**src/rtl/riscky_pkg.sv**
```systemverilog
// Shared constants for the riscky memory-access stage: FSM state encoding,
// operation codes and default bus/timeout sizes.
package riscky_pkg;

  localparam int DATA_W_DEF      = 16;
  localparam int ADDR_W_DEF      = 16;
  localparam int TIMEOUT_CYC_DEF = 64;

  typedef enum logic [1:0] {
    MEM_IDLE = 2'd0,
    MEM_REQ  = 2'd1,
    MEM_DONE = 2'd2
  } mem_state_t;

  localparam logic MEM_OP_READ  = 1'b0;
  localparam logic MEM_OP_WRITE = 1'b1;

endpackage

```
**src/rtl/riscky_mem_interface_if.sv**
```systemverilog
// Request/acknowledge bus between the memory-access stage (master) and a
// variable-latency memory (slave).
interface riscky_mem_interface_if #(
  parameter int DATA_W = 16,
  parameter int ADDR_W = 16
);
  logic              req;
  logic              we;
  logic [ADDR_W-1:0] addr;
  logic [DATA_W-1:0] wdata;
  logic              ack;
  logic [DATA_W-1:0] rdata;

  modport master (
    output req, we, addr, wdata,
    input  ack, rdata
  );

  modport slave (
    input  req, we, addr, wdata,
    output ack, rdata
  );
endinterface

```
**src/rtl/riscky_mem_timeout.sv**
```systemverilog
// REQ-phase cycle counter; expired flags the TIMEOUT_CYC-th consecutive REQ
// cycle so the FSM can abandon the access at the end of it.
module riscky_mem_timeout
  import riscky_pkg::*;
#(
  parameter int TIMEOUT_CYC = TIMEOUT_CYC_DEF
) (
  input  logic clk,
  input  logic rst,
  input  logic start,
  input  logic active,
  output logic expired
);

  localparam int CNT_W = $clog2(TIMEOUT_CYC + 1);

  logic [CNT_W-1:0] count;

  always_ff @(posedge clk) begin
    if (rst || start) begin
      count <= '0;
    end else if (active && (count != CNT_W'(TIMEOUT_CYC))) begin
      count <= count + 1'b1;
    end
  end

  // count holds the number of REQ cycles already completed
  assign expired = active && (count == CNT_W'(TIMEOUT_CYC - 1));

endmodule

```
**src/rtl/riscky_mem_interface.sv**
```systemverilog
// Memory-access stage: turns control-unit strobes into a req/ack transaction,
// holds the MDR and reports busy/done/err. Optional timeout: RISCKY_MEM_TIMEOUT_EN.
module riscky_mem_interface
  import riscky_pkg::*;
#(
  parameter int DATA_W      = DATA_W_DEF,
  parameter int ADDR_W      = ADDR_W_DEF,
  parameter int TIMEOUT_CYC = TIMEOUT_CYC_DEF
) (
  input  logic                   clk,
  input  logic                   rst,
  input  logic                   MemRead,
  input  logic                   MemWrite,
  input  logic                   MDRwrite,
  input  logic [ADDR_W-1:0]      addr_in,
  input  logic [DATA_W-1:0]      wdata_in,
  riscky_mem_interface_if.master mem,
  output logic [DATA_W-1:0]      mdr_out,
  output logic                   busy,
  output logic                   done,
  output logic                   err
);

  mem_state_t        state;
  logic              req;
  logic              we;
  logic [ADDR_W-1:0] addr;
  logic [DATA_W-1:0] wdata;
  logic              mdr_cap;
  logic              strobe_one;
  logic              strobe_both;
  logic              strobe_any;
  logic              enter_req;
  logic              timeout_hit;

  assign strobe_one  = MemRead ^ MemWrite;
  assign strobe_both = MemRead & MemWrite;
  assign strobe_any  = MemRead | MemWrite;
  assign enter_req   = (state != MEM_REQ) && strobe_one;

`ifdef RISCKY_MEM_TIMEOUT_EN
  riscky_mem_timeout #(
    .TIMEOUT_CYC(TIMEOUT_CYC)
  ) u_timeout (
    .clk    (clk),
    .rst    (rst),
    .start  (enter_req),
    .active (state == MEM_REQ),
    .expired(timeout_hit)
  );
`else
  // Without the timeout REQ waits for mem_ack indefinitely.
  assign timeout_hit = (TIMEOUT_CYC < 0);
`endif

  always_ff @(posedge clk) begin
    if (rst) begin
      state   <= MEM_IDLE;
      req     <= 1'b0;
      we      <= MEM_OP_READ;
      addr    <= '0;
      wdata   <= '0;
      mdr_cap <= 1'b0;
      mdr_out <= '0;
      busy    <= 1'b0;
      done    <= 1'b0;
      err     <= 1'b0;
    end else begin
      case (state)
        // DONE accepts a new strobe exactly like IDLE so back-to-back
        // accesses issue without a gap cycle.
        MEM_IDLE, MEM_DONE: begin
          done <= 1'b0;
          busy <= 1'b0;
          req  <= 1'b0;
          if (mem.ack) begin
            err <= 1'b1;
          end
          if (strobe_both) begin
            err   <= 1'b1;
            state <= MEM_IDLE;
          end else if (enter_req) begin
            state   <= MEM_REQ;
            req     <= 1'b1;
            busy    <= 1'b1;
            we      <= MemWrite ? MEM_OP_WRITE : MEM_OP_READ;
            addr    <= addr_in;
            wdata   <= wdata_in;
            mdr_cap <= MDRwrite;
          end else begin
            state <= MEM_IDLE;
          end
        end
        MEM_REQ: begin
          if (strobe_any) begin
            err <= 1'b1;
          end
          if (mem.ack) begin
            if ((we == MEM_OP_READ) && mdr_cap) begin
              mdr_out <= mem.rdata;
            end
            state <= MEM_DONE;
            req   <= 1'b0;
            busy  <= 1'b0;
            done  <= 1'b1;
          end else if (timeout_hit) begin
            err   <= 1'b1;
            state <= MEM_DONE;
            req   <= 1'b0;
            busy  <= 1'b0;
            done  <= 1'b1;
          end
        end
        default: begin
          state <= MEM_IDLE;
          req   <= 1'b0;
          busy  <= 1'b0;
          done  <= 1'b0;
        end
      endcase
    end
  end

  assign mem.req   = req;
  assign mem.we    = we;
  assign mem.addr  = addr;
  assign mem.wdata = wdata;

endmodule

```
**src/flat_wrapper.sv**
```systemverilog
// flat-port wrapper written by rule: the top's interface ports become plain ports
module riscky_mem_interface_flat import riscky_pkg::*;
#(
  parameter int DATA_W      = DATA_W_DEF,
  parameter int ADDR_W      = ADDR_W_DEF,
  parameter int TIMEOUT_CYC = TIMEOUT_CYC_DEF
)
  (clk, rst, MemRead, MemWrite, MDRwrite, addr_in, wdata_in, mdr_out, busy, done, err, mem_req, mem_we, mem_addr, mem_wdata, mem_ack, mem_rdata);
  riscky_mem_interface_if #(.DATA_W(DATA_W), .ADDR_W(ADDR_W)) mem_i ();
  input  logic clk;
  input  logic rst;
  input  logic MemRead;
  input  logic MemWrite;
  input  logic MDRwrite;
  input  logic [ADDR_W-1:0] addr_in;
  input  logic [DATA_W-1:0] wdata_in;
  output logic [DATA_W-1:0] mdr_out;
  output logic busy;
  output logic done;
  output logic err;
  output wire logic [$bits(mem_i.req)-1:0] mem_req;
  output wire logic [$bits(mem_i.we)-1:0] mem_we;
  output wire logic [$bits(mem_i.addr)-1:0] mem_addr;
  output wire logic [$bits(mem_i.wdata)-1:0] mem_wdata;
  input wire logic [$bits(mem_i.ack)-1:0] mem_ack;
  input wire logic [$bits(mem_i.rdata)-1:0] mem_rdata;
  assign mem_req = mem_i.req;
  assign mem_we = mem_i.we;
  assign mem_addr = mem_i.addr;
  assign mem_wdata = mem_i.wdata;
  assign mem_i.ack = mem_ack;
  assign mem_i.rdata = mem_rdata;
  riscky_mem_interface #(.DATA_W(DATA_W), .ADDR_W(ADDR_W), .TIMEOUT_CYC(TIMEOUT_CYC)) u_core (.clk(clk), .rst(rst), .MemRead(MemRead), .MemWrite(MemWrite), .MDRwrite(MDRwrite), .addr_in(addr_in), .wdata_in(wdata_in), .mem(mem_i), .mdr_out(mdr_out), .busy(busy), .done(done), .err(err));
endmodule
```
**config.mk**
```make
export PLATFORM = sky130hd
export DESIGN_NAME = riscky_mem_interface_flat
export DESIGN_NICKNAME = d
export VERILOG_FILES = /design/src/rtl/riscky_pkg.sv /design/src/rtl/riscky_mem_interface_if.sv /design/src/rtl/riscky_mem_timeout.sv /design/src/rtl/riscky_mem_interface.sv /design/src/flat_wrapper.sv
export SDC_FILE = /design/constraint.sdc
export NUM_CORES = 1
export LEC_CHECK = 0
export ABC_AREA = 0
export CAP_MARGIN = 30
export CORE_ASPECT_RATIO = 0.75
export CORE_MARGIN = 2
export CORE_UTILIZATION = 38
export CTS_BUF_LIST = sky130_fd_sc_hd__clkbuf_8
export CTS_CLUSTER_SIZE = 30
export DETAILED_ROUTE_END_ITERATION = 8
export GPL_TIMING_DRIVEN = 0
export PLACE_DENSITY = 0.84
export SLEW_MARGIN = 15
export SYNTH_ARGS = -nofsm -noshare
export SYNTH_HDL_FRONTEND = slang
export SYNTH_SLANG_ARGS = --single-unit
```
**constraint.sdc**
```tcl
create_clock -name clk -period 1.75 [get_ports clk]
set_clock_uncertainty 0.1 [all_clocks]
set_input_delay 0.175 -clock clk [delete_from_list [all_inputs] [get_ports clk]]
set_output_delay 0.175 -clock clk [all_outputs]
set_load 0.03 [all_outputs]
```
======== Yosys cells after proc, flatten, opt, wreduce, memory -nomap -nowiden ========
Index checks and enable logic that the tools add are counted.
word-level totals
  register bits after elaboration ......... 55
  bits in latches ......................... 0
  RAM bits ................................ 0
  bits in read-only memories .............. 0
  input port bits ......................... 54
  output and inout port bits .............. 53
  logic and storage cells ................. 43
  memories kept ........................... 0
cells by class
  add/subtract/negate cells ............... 0
  multiply operators ...................... 0
  divide/modulo/power cells ............... 0
  magnitude comparators ................... 0
  equality and inequality tests ........... 6
  shift-type cells ........................ 0
  multiplexer cells ....................... 13
  bitwise operators ....................... 6
  reductions and logical operators ........ 9
operators with widths
  kind                                                                      number
  3-bit AND reduction                                                       3
  1-bit 2-to-1 mux                                                          8
  2-bit 2-to-1 mux                                                          2
  2-bit by 1-bit inequality test with 1-bit output (second input constant)  2
  1-bit one-hot mux with 2 select lines                                     2
  2-bit one-hot mux with 2 select lines                                     1
  2-bit OR reduction                                                        2
  3-bit by 2-bit inequality test with 1-bit output (second input constant)  1
  1-bit NOT                                                                 3
  2-bit by 1-bit == test with 1-bit output (second input constant)          1
  2-bit == test (second input constant)                                     1
  1-bit logical AND                                                         2
  2-bit zero test                                                           1
  2-bit inequality test (second input constant)                             1
  2-bit nonzero test                                                        1
  1-bit bitwise AND                                                         1
  1-bit OR                                                                  1
  1-bit bitwise XOR                                                         1

======== Depth between registers and ports, before layout ========
  depth in word-level cells ............... 5
  gate-level depth with buffers ........... 7
  mapped depth without buffers ............ 5

======== Least setup slack after synthesis ========
OpenSTA, ideal clock, no wires.
  kind .................................... input -> register
  start ................................... input port MemRead
  end ..................................... register u_core.addr[10] (netlist: u_core.mem.addr[10])
  arrival time ............................ 1.209 ns
  required time ........................... 1.522 ns
  path slack .............................. 0.314 ns
  cell stages on the path ................. 7
  buffers on the path ..................... 2
  cell sequence ........................... inv_1 ha_1 nor3b_1 buf_4 buf_6 mux2i_1 nor2_1
on the way
  longest elaborated chain between the ends .. 3
  elaborated cells on any way between the ends .. 5
  those cells by class .................... bitwise: 3; reduce/logical: 2
RTL lines
  what                                                           line                                                    RTL
  from (decl)                                                    flat_wrapper.sv:12                                      input logic MemRead;
  1-bit bitwise XOR / 1-bit bitwise AND (equally long branches)  riscky_mem_interface.sv:36, riscky_mem_interface.sv:37
  1-bit logical AND / 1-bit NOT (equally long branches)          n/a
  3-bit AND reduction (no source line) *                         n/a
  to (signal assigned)                                           riscky_mem_interface.sv:87                              addr <= addr_in;
  to (decl)                                                      riscky_mem_interface.sv:27                              logic [ADDR_W-1:0] addr;
Every way passes the cells marked *; elsewhere a longest branch is shown, timed or not.
A chain may end at the register's enable or synchronous reset.

======== Worst setup path in the final report ========
  start ................................... register u_core.we (netlist: u_core.mem.we)
  end ..................................... output port mem_we
RTL lines
  what                    line                        RTL
  from (decl)             riscky_mem_interface.sv:26  logic we;
  from (signal assigned)  riscky_mem_interface.sv:86  we <= MemWrite ? MEM_OP_WRITE : MEM_OP_READ;
  to (decl)               flat_wrapper.sv:22          output wire logic [$bits(mem_i.we)-1:0] mem_we;
No word-level cell between the ends.

==> run metrics <==
status finished clean; clk_lat worst skew 0.30 ns; post-synthesis sequential area ratio 0.5087; Via-to-Cell Ratio 4.500; Max rail drop VDD 0.4394 mV; final WL 5222 um; Setup TNS Final 0 ns; Cells after Synth 205; Nets 374; most frequent cells in the layout 103 x clkdlybuf4s50_1, 55 x dfxtp_1, 48 x mux2i_1; number of global-route vias before repair 1,797; Final HPWL DP 3935 um; die width 91.15 um; final hold vios 0; Buf/Inv on CP 1; Die ar. 6322 um^2; WP data arrival 1.43 ns; max cap viols 0; CTS Hold Bufs 0; critical path type register to primary output; synthesis-stage register bit count 55; syn_area_per_cell 10.56 um^2; Final Cycle Share 0.9744; Clock Pin Slew Worst Setup and Hold Paths 0.09 ns; Core Area 5410 um^2; Synth Net Count 261; GPL Wtd Cong 0.6969; Worst Setup End Kind primary output; Synth cell types 19; Crit Path Max Fanout 3; Filler Cells Inserted 449; Sequential cell area 1101 um^2; WP data required 1.47 ns; type of element launching the critical path register; cell taking the most area after synthesis dfxtp_1; worst-margin pin slew 0.5167 ns; Clock Root Buffer clkbuf_8; Avg WL per Cell 13.25 um; boundary pin count 107; H-tree Lvls 2; IO Port Bufs 105; Slew Limit Fails 0; slowest CP cell clkdlybuf4s50_1; Post-DRT Antenna Nets 0; YS warnings 0; drt pass-1 iters 4; layout cell share with drive strength beyond 1 0.06897; commonest non-fill, non-tap cell in the layout clkdlybuf4s50_1; leakage power 1.322 nW; fmax 586.4 MHz; final setup violation count 0; CTS tree built; TritonCTS Sinks 55; routed via count 1,773; minimum hold slack 0.1175 ns; Crit path largest cell delay 0.71 ns; Synth Cell Area 2165 um^2; Multi-input gate area 968.4 um^2; min Tclk post-route 1.705 ns; DR DRC count 0; first-pass GRT wire length 8300 um; gr ovfl total 0; Max transition margin 0.6544; power density over the cells 811.5 nW/um^2; cts bufs inserted 5; Core Rows 23; largest net degree at the start of global routing 17; top cell type's share of synthesized area 0.5087; die height 69.36 um; RSZ-0062 raised after global routing false; initial antenna violation count 0; Initial Utilization 0.4001; R2R Setup Slk 0.17 ns; area grow syn2layout 60.58%; family with the most delay on the worst path buffers and inverters; top post-synthesis cells by area dfxtp_1 51%, mux2i_1 23%, nand2b_1 9.2%, nor2_1 6.8%, buf_6 1.6%; DRT iter0 DRCs 50; Clock Tree Buf Depth 2; n_diodes 0; worst hold path class primary input to register; Total Routing Usage GR 0.1631; worst path cell trace clkdlybuf4s50_1
[metrics by stage]
stage / utilization / setup slack, ns / instance area [um^2] / cells / power (mW)
global route: 0.6425 / 0.003390 / 3476 / 394 / 2.950
floorplan: - / 0.3139 / 2165 / 205 / 1.754
finish: 0.6425 / 0.04482 / 3476 / 394 / 2.821
detailed placement: 0.6117 / -0.3705 / 3309 / 385 / 2.057
CTS: 0.6323 / 0.01744 / 3421 / 394 / 2.834
global placement: 0.6117 / -0.3391 / 3309 / 385 / 2.044
[path summary, 6_finish.rpt]
kind                            cells past startpoint            endpoint                from
worst min-delay path                                3       u_core.mem.we            MemWrite
worst max-delay path                                1              mem_we       u_core.mem.we
worst max register to register                      4   u_core.mdr_out[6]     u_core.state[0]
worst min register to register                      2  u_core.mdr_out[10]  u_core.mdr_out[10]
[what timing repair did]
action | in CTS | in global routing
setup buffers | 1 | 0
resized for setup | 0 | 14
setup endpoints to repair | 24 | 34
[sequential cells by signal, indices dropped and copies added (netlist names)]
signal and flops:
u_core.mdr_out 16, u_core.mem.addr 16, u_core.mem.wdata 16, u_core.state 2, u_core.done 1, u_core.err 1, u_core.mdr_cap 1, u_core.mem.req 1
u_core.mem.we 1
[where the power goes]
group	internal, mW	switching (mW)	leakage [nW]	total [mW]
Clock	0.361	0.399	0.0505	0.760
Sequential	1.32	0.0412	0.449	1.36
Combinational	0.371	0.325	0.822	0.696
Total	2.05	0.766	1.32	2.82
[layout make-up]
type	count	share of cell area
flip-flops and latches	55	0.3168
repair buffers	106	0.3081
multi-input cells	134	0.2786
plain buffers	14	0.03744
clock buffers	7	0.02772
well taps	75	0.02700
clock inverters	1	0.002160
inverters	2	0.002160
[worst min-delay path: cells and delay by family]
kind                   cells  cell delay [ns]
and+or+nand+nor            1             0.08
buffers and inverters      1             0.14
muxes                      1             0.09
[kinds of logic (layout without fill, tap and decap cells)]
family                     Yosys count  in the layout  share of synthesized area
AOI/OAI and AO/OA                    3              3                   0.006934
adders and majority gates            2              2                    0.01156
buffers and inverters               16            130                    0.04971
DFF                                 55             55                     0.5087
muxes                               50             50                     0.2312
and+or+nand+nor                     79             79                     0.1919
[routing by layer]
metal / part of all wire / vias to the layer above / track usage
met2: 0.44 / 74 / 0.2642
met3: 0.097 / 5 / 0.06739
li1: - / 893 / -
met5: 0 / - / 0
met1: 0.45 / 801 / 0.1982
met4: 0.0092 / 0 / 0.05051
[cells in the mapped netlist]
library cell / count
nor3b_1: 3
nor3_1: 1
buf_2: 1
nor2_1: 39
nand2_1: 1
mux2i_1: 50
nand2b_4: 1
a21oi_1: 2
inv_1: 2
nor3_4: 1
buf_4: 2
or3_2: 1
ha_1: 2
buf_6: 3
buf_12: 1
nand2b_1: 32
clkbuf_1: 7
dfxtp_1: 55
o21ai_0: 1
Note: power is estimated with default switching activity, not from simulation.
